==> config.mk <==
export PLATFORM = sky130hd
export DESIGN_NAME = spi_ip_master_ctrl
export DESIGN_NICKNAME = d
export VERILOG_FILES = /design/src/rtl/spi_ip_pkg.sv /design/src/rtl/spi_ip_clk_div.sv /design/src/rtl/spi_ip_master_ctrl.sv
export SDC_FILE = /design/constraint.sdc
export NUM_CORES = 1
export LEC_CHECK = 0
export ABC_AREA = 1
export BUFFER_PORTS_ARGS = -buffer_cell sky130_fd_sc_hd__buf_2
export CAP_MARGIN = 30
export CORE_ASPECT_RATIO = 1.75
export CORE_MARGIN = 10
export CORE_UTILIZATION = 50
export DETAILED_ROUTE_END_ITERATION = 10
export PLACE_DENSITY = 0.7
export SLEW_MARGIN = 20
export SYNTH_ARGS = -nofsm -noshare
export SYNTH_HDL_FRONTEND = slang
export SYNTH_HIERARCHICAL = 1
export SYNTH_SLANG_ARGS = --single-unit
==> constraint.sdc <==
create_clock -name mc_clk_i -period 2.5 [get_ports mc_clk_i]
set_clock_uncertainty 0.15 [all_clocks]
set_input_delay 0.375 -clock mc_clk_i [delete_from_list [all_inputs] [get_ports mc_clk_i]]
set_output_delay 0.375 -clock mc_clk_i [all_outputs]
set_load 0.05 [all_outputs]
==> src/rtl/spi_ip_pkg.sv <==
// Shared constants for the SPI master controller: FSM state encoding and
// bit positions inside the load_type control field.
package spi_ip_pkg;

    localparam int unsigned ST_WIDTH = 3;

    localparam logic [ST_WIDTH-1:0] ST_IDLE  = 3'd0;
    localparam logic [ST_WIDTH-1:0] ST_LOAD  = 3'd1;
    localparam logic [ST_WIDTH-1:0] ST_LEAD  = 3'd2;
    localparam logic [ST_WIDTH-1:0] ST_XFER  = 3'd3;
    localparam logic [ST_WIDTH-1:0] ST_TRAIL = 3'd4;
    localparam logic [ST_WIDTH-1:0] ST_DONE  = 3'd5;

    localparam int unsigned LT_WIDTH    = 2;
    localparam int unsigned LT_WORD_BIT = 0;  // 1 = full word, 0 = half word
    localparam int unsigned LT_LSB_BIT  = 1;  // 1 = LSB first, 0 = MSB first

endpackage

==> src/rtl/spi_ip_clk_div.sv <==
// SCLK half-period divider: counts 0..terminal and flags the terminal cycle.
// pre_tick_c announces a tick one cycle early so strobes can be registered.
module spi_ip_clk_div #(
    parameter int unsigned DIV_WIDTH = 8
) (
    input  logic                 clk,
    input  logic                 rst_n,
    input  logic                 enable,
    input  logic                 clear,
    input  logic [DIV_WIDTH-1:0] terminal,
    output logic                 tick,
    output logic                 pre_tick_c
);

    logic [DIV_WIDTH-1:0] count;
    logic                 tick_q;

    // terminal is never zero, so a tick is never followed directly by another
    always_ff @(posedge clk or negedge rst_n) begin
        if (!rst_n) begin
            count  <= '0;
            tick_q <= 1'b0;
        end else if (clear || !enable || tick_q) begin
            count  <= '0;
            tick_q <= 1'b0;
        end else begin
            count  <= count + DIV_WIDTH'(1);
            tick_q <= (count + DIV_WIDTH'(1)) == terminal;
        end
    end

    assign tick       = tick_q;
    assign pre_tick_c = enable && !clear && !tick_q && (count == terminal - DIV_WIDTH'(1));

endmodule

==> src/rtl/spi_ip_master_ctrl.sv <==
// SPI master sequencing controller: frames a transfer with slave select, generates
// SCLK from a programmable divider and times the shift-register launch/capture strobes.
module spi_ip_master_ctrl
    import spi_ip_pkg::*;
#(
    parameter int unsigned PARAM_SR_WIDTH  = 16,
    parameter int unsigned PARAM_DIV_WIDTH = 8
) (
    input  logic                       mc_clk_i,
    input  logic                       mc_rst_n_i,
    input  logic                       mc_start_i,
    input  logic                       mc_abort_i,
    input  logic                       mc_cpol_i,
    input  logic                       mc_cpha_i,
    input  logic [LT_WIDTH-1:0]        mc_load_type_i,
    input  logic [PARAM_DIV_WIDTH-1:0] mc_clk_div_i,
    output logic                       mc_sclk_o,
    output logic                       mc_ss_n_o,
    output logic                       mc_sr_load_o,
    output logic                       mc_sr_enable_launch_o,
    output logic                       mc_sr_enable_capture_o,
    output logic                       mc_sr_enable_launch_capture_o,
    output logic [LT_WIDTH-1:0]        mc_sr_load_type_o,
    output logic                       mc_busy_o,
    output logic                       mc_done_o
);

    localparam int unsigned EDGE_W = $clog2(PARAM_SR_WIDTH) + 2;
    localparam logic [EDGE_W-1:0] LAST_WORD = EDGE_W'(2 * PARAM_SR_WIDTH - 1);
    localparam logic [EDGE_W-1:0] LAST_HALF = EDGE_W'(PARAM_SR_WIDTH - 1);

    logic [ST_WIDTH-1:0]        state;
    logic [ST_WIDTH-1:0]        state_next;
    logic                       cpol_q;
    logic                       cpha_q;
    logic [LT_WIDTH-1:0]        load_type_q;
    logic [PARAM_DIV_WIDTH-1:0] clk_div_q;
    logic [PARAM_DIV_WIDTH-1:0] div_term_c;
    logic [EDGE_W-1:0]          edge_cnt;
    logic [EDGE_W-1:0]          last_edge_c;
    logic                       last_q;
    logic                       sclk_q;
    logic                       ss_n_q;
    logic                       load_q;
    logic                       launch_q;
    logic                       capture_q;
    logic                       busy_q;
    logic                       done_q;
    logic                       abort_c;
    logic                       div_en_c;
    logic                       div_clr_c;
    logic                       in_frame_c;
    logic                       launch_c;
    logic                       capture_c;
    logic                       last_c;
    logic                       tick;
    logic                       pre_tick_c;

    assign abort_c     = mc_abort_i && (state != ST_IDLE);
    assign div_term_c  = (clk_div_q == '0) ? PARAM_DIV_WIDTH'(1) : clk_div_q;
    assign last_edge_c = load_type_q[LT_WORD_BIT] ? LAST_WORD : LAST_HALF;
    assign div_en_c    = (state == ST_LEAD) || (state == ST_XFER) || (state == ST_TRAIL);
    assign in_frame_c  = (state_next == ST_LOAD) || (state_next == ST_LEAD) ||
                         (state_next == ST_XFER) || (state_next == ST_TRAIL);
    assign div_clr_c   = (state_next != state) &&
                         ((state_next == ST_LEAD) || (state_next == ST_XFER) || (state_next == ST_TRAIL));

    spi_ip_clk_div #(
        .DIV_WIDTH (PARAM_DIV_WIDTH)
    ) u_clk_div (
        .clk        (mc_clk_i),
        .rst_n      (mc_rst_n_i),
        .enable     (div_en_c),
        .clear      (div_clr_c),
        .terminal   (div_term_c),
        .tick       (tick),
        .pre_tick_c (pre_tick_c)
    );

    // Next-state logic; abort overrides everything outside IDLE
    always_comb begin
        state_next = state;
        case (state)
            ST_IDLE:  if (mc_start_i) state_next = ST_LOAD;
            ST_LOAD:  state_next = ST_LEAD;
            ST_LEAD:  if (tick) state_next = ST_XFER;
            ST_XFER:  if (last_q) state_next = ST_TRAIL;
            ST_TRAIL: if (tick) state_next = ST_DONE;
            ST_DONE:  state_next = ST_IDLE;
            default:  state_next = ST_IDLE;
        endcase
        if (abort_c) state_next = ST_IDLE;
    end

    // Strobe decode: launch is registered from the pre-tick so it lands in the tick
    // cycle; capture is registered from the tick so it follows the SCLK edge.
    always_comb begin
        launch_c  = 1'b0;
        capture_c = 1'b0;
        last_c    = 1'b0;
        if (state == ST_LEAD) begin
            launch_c = pre_tick_c && !cpha_q;
        end else if (state == ST_XFER) begin
            launch_c  = pre_tick_c &&
                        (edge_cnt[0] ? (!cpha_q && (edge_cnt != last_edge_c)) : cpha_q);
            capture_c = tick && (edge_cnt[0] ? cpha_q : !cpha_q);
            last_c    = tick && (edge_cnt == last_edge_c);
        end
        if (abort_c) begin
            launch_c  = 1'b0;
            capture_c = 1'b0;
            last_c    = 1'b0;
        end
    end

    always_ff @(posedge mc_clk_i or negedge mc_rst_n_i) begin
        if (!mc_rst_n_i) begin
            state <= ST_IDLE;
        end else begin
            state <= state_next;
        end
    end

    // Registered outputs decoded from the upcoming state
    always_ff @(posedge mc_clk_i or negedge mc_rst_n_i) begin
        if (!mc_rst_n_i) begin
            ss_n_q    <= 1'b1;
            load_q    <= 1'b0;
            busy_q    <= 1'b0;
            done_q    <= 1'b0;
            launch_q  <= 1'b0;
            capture_q <= 1'b0;
            last_q    <= 1'b0;
        end else begin
            ss_n_q    <= !in_frame_c;
            load_q    <= state_next == ST_LOAD;
            busy_q    <= state_next != ST_IDLE;
            done_q    <= state_next == ST_DONE;
            launch_q  <= launch_c;
            capture_q <= capture_c;
            last_q    <= last_c;
        end
    end

    // Configuration latch, SCLK generation and edge counting
    always_ff @(posedge mc_clk_i or negedge mc_rst_n_i) begin
        if (!mc_rst_n_i) begin
            cpol_q      <= 1'b0;
            cpha_q      <= 1'b0;
            load_type_q <= '0;
            clk_div_q   <= '0;
            sclk_q      <= 1'b0;
            edge_cnt    <= '0;
        end else if (state == ST_IDLE && mc_start_i) begin
            cpol_q                   <= mc_cpol_i;
            cpha_q                   <= mc_cpha_i;
            load_type_q[LT_WORD_BIT] <= mc_load_type_i[LT_WORD_BIT];
            load_type_q[LT_LSB_BIT]  <= mc_load_type_i[LT_LSB_BIT];
            clk_div_q                <= mc_clk_div_i;
            sclk_q                   <= mc_cpol_i;
            edge_cnt                 <= '0;
        end else if (state_next == ST_IDLE) begin
            sclk_q <= cpol_q;
        end else if (state == ST_XFER && tick) begin
            sclk_q   <= !sclk_q;
            edge_cnt <= edge_cnt + EDGE_W'(1);
        end
    end

    assign mc_sclk_o                     = sclk_q;
    assign mc_ss_n_o                     = ss_n_q;
    assign mc_sr_load_o                  = load_q;
    assign mc_sr_enable_launch_o         = launch_q;
    assign mc_sr_enable_capture_o        = capture_q;
    assign mc_sr_enable_launch_capture_o = busy_q;
    assign mc_sr_load_type_o             = load_type_q;
    assign mc_busy_o                     = busy_q;
    assign mc_done_o                     = done_q;

endmodule

==> flow_metrics.py <==
metrics = {
    "power_and_ir_drop": {
        "p_leak_nw": 1.429,
        "p_total_mw": 2.839,
        "vdd_drop_max_uv": 607.1,
        "power_density_nw_per_um2": 1075,
    },
    "synth": {
        "yosysTopAreaCellShare": 0.4111,
        "ys_ff_latch": 38,
        "synthCells": 309,
        "seq_area_frac_synth": 0.4228,
        "yosys.cell_types.count": 35,
        "synth_area_um2": 2252,
        "syn_area_per_cell_um2": 7.289,
        "yosysTopAreaCell": "dfrtp_1",
        "synth_fp_nets": 328,
        "yosysWarnings": 6,
        "synthTopCellsByArea": "dfrtp_1 (41%), nand2_1 (16%), inv_1 (6.7%), nor2_1 (4.8%), nand3_1 (4.4%)",
    },
    "worst_setup_path": {
        "start_kind": "flop",
        "crit_family": "simple AND/OR/NAND/NOR gates",
        "path_class": "flop to flop",
        "cp_cell_sequence": "nor2_4 > buf_4 > nand2_4 > nand2_4 > nand2_2 > nand2_1 > nand3_1 > nand2_1 > inv_1 > inv_1 > nand2_1 > nor2_2 > inv_2 > nor2_2 > nand3_1 > nor2_1 > nand2_1 > nor2_2 > o2111ai_2 > a21oi_1",
        "crit_slowest_cell": "dfrtp_2",
        "endpoint_kind": "flop",
        "worstPathArrival_ns": 2.44,
        "path_buf_inv": 4,
        "slowest_delay_ns": 0.47,
        "critPathMostFrequentCell": "nand2_1",
        "critPathRequiredTime_ns": 2.57,
        "path_max_fanout": 7,
    },
    "layout": {
        "antenna_cells": 0,
        "drive_gt1_frac": 0.2283,
        "num-nets-final": 364,
        "layout_commonest_cell": "nand2_1",
        "area_growth_pct": 17.22,
        "layout_common_cells": "nand2_1 (97), inv_1 (39), dfrtp_1 (35)",
        "postLayoutCellArea_um2": 2640,
    },
    "timing": {
        "relSlewSlack": 0.4324,
        "worst_pin_slew_ns": 0.8514,
        "setup_viol": 0,
        "fin_crit_ns": 2.364,
        "period_share": 0.9457,
        "rsz0062_at_grt": "true",
        "drv_slew": 0,
        "hold_viol": 0,
        "tns_ns": 0,
        "max_freq_mhz": 423.0,
    },
    "drt": {
        "drtAntennaViolNets": 0,
        "dr.pass1.iters": 4,
        "drc": 0,
        "vias_per_cell": 5.000,
        "routed_wl_um": 5106,
        "routed-via-count": 1985,
        "wl_per_cell_um": 12.86,
        "drt_iter0_drc": 115,
    },
    "clocking": {
        "h-tree-depth": 2,
        "clockBufferDepth": 2,
        "clockRootBuffer": "clkbuf_8",
        "insertion_delay_ns": 0.29,
        "clk_pin_slew_ns": 0.08,
        "cts_buffers": 5,
        "cts_num_sinks": 38,
        "cts_tree": "yes",
    },
    "floorplan": {
        "start_util": 0.5114,
        "io-pin-count": 26,
        "core_area_um2": 4404,
        "fp.dieW_um": 70.74,
        "dieArea_um2": 7695,
        "row_count": 32,
        "chipHeight_um": 108.8,
    },
    "grt": {
        "gr-usage-all-layers": 0.1362,
        "grt_max_degree": 39,
        "grt_pass1_vias": 1948,
        "overflow": 0,
        "grt_pass1_wl_um": 8611,
        "grt_antenna_before_repair": 0,
    },
    "job": {
        "max_cap_viol_count": 0,
    },
    "place": {
        "portBuffers": 25,
        "place_area_um2": 2449,
        "place.gp.congestion": 0.8651,
        "dp_hpwl_um": 3852,
    },
    "run_status": {
        "outcome": "completed",
    },
    "min_path": {
        "hold_class": "input pin to async pin",
    },
}
synth_stat cells, drive strengths merged:
| library cell | n |
|---|---|
| nand2 | 103 |
| xor2 | 8 |
| nor4 | 1 |
| dfstp | 1 |
| o21ai | 13 |
| dfrtp | 37 |
| clkbuf | 8 |
| a21oi | 9 |
| ha | 3 |
| buf | 5 |
| nand4 | 3 |
| o2111ai | 1 |
| a221oi | 1 |
| or2 | 2 |
| inv | 45 |
| nor3 | 3 |
| o211ai | 2 |
| clkinv | 1 |
| nand3 | 23 |
| xnor2 | 6 |
| o22ai | 1 |
| o21bai | 1 |
| a21o | 1 |
| nor2 | 31 |
flip-flops by register name, summed over array words and instances, names as in the netlist:
name / cells
mc_sr_load_o: 1
mc_busy_o: 1
clk_div_q: 8
u_clk_div/tick: 1
cpha_q: 1
mc_sclk_o: 1
mc_sr_enable_capture_o: 1
mc_ss_n_o: 1
mc_sr_load_type_o: 2
state: 3
mc_done_o: 1
u_clk_div/count: 8
mc_sr_enable_launch_o: 1
last_q: 1
cpol_q: 1
edge_cnt: 6
logic make-up (layout without fill, tap and decap cells):
| kind of cell | count (synthesis) | count (layout) | synth area share |
|---|---|---|---|
| buf+inv | 59 | 96 | 0.1067 |
| xor+xnor | 14 | 14 | 0.05445 |
| fa+ha+maj | 3 | 3 | 0.01667 |
| compound gates | 29 | 29 | 0.08056 |
| simple gates | 166 | 166 | 0.3189 |
| flops | 38 | 38 | 0.4228 |
timing repair:
action / 4_1_cts / 5_1_grt
endpoints found under the setup margin: 0 / 1
setup buffers: 0 / 7
resized for setup: 0 / 15
hold buffers: 0 / 0
report_power, final:
part	switching, mW	total (mW)	internal, mW
clock network	0.222	0.444	0.222
registers	0.121	0.891	0.769
logic	0.959	1.50	0.546
total	1.30	2.84	1.54
layout make-up:
cell class	count	area (um2)
Clock inverter	2	12.51
Tap cell	51	63.81
Clock buffer	6	82.58
Timing Repair Buffer	42	260.3
Fill cell	438	1764
Sequential cell	38	954.7
Inverter	46	175.2
Multi-Input combinational cell	212	1091
worst paths after layout:
kind,from,endpoint,slack [ns],depth (start not counted)
max,state[0],mc_sr_enable_launch_o,0.14,20
min,mc_rst_n_i,edge_cnt[5],0.03,1
max reg2reg,state[0],mc_sr_enable_launch_o,0.14,20
min reg2reg,mc_sr_load_type_o[1],mc_sr_load_type_o[1],0.33,2
max in group asynchronous,mc_rst_n_i,state[1],1.57,1
min in group mc_clk_i,mc_load_type_i[1],mc_sr_load_type_o[1],0.12,3
per-layer routing:
layer / wire length [um] / up-vias / GRT usage
met5: 0 / - / 0
met4: 170 / 0 / 0.07500
met3: 173 / 12 / 0.02821
met2: 2833 / 34 / 0.2567
met1: 1929 / 915 / 0.1333
li1: - / 1024 / -
metrics by stage:
stage | hold slack (ns) | std cells | utilization | setup slack [ns]
after floorplan | -0.07059 | 309 | - | 0.2334
after global placement | 0.3064 | 382 | 0.5560 | 0.1955
after detailed placement | 0.3110 | 382 | 0.5560 | 0.1143
after CTS | 0.06098 | 390 | 0.5776 | 0.09094
after global routing | 0.09609 | 397 | 0.5994 | -0.1827
final | 0.02653 | 397 | 0.5994 | 0.1359
No activity file was read; power rests on OpenSTA's default activity.
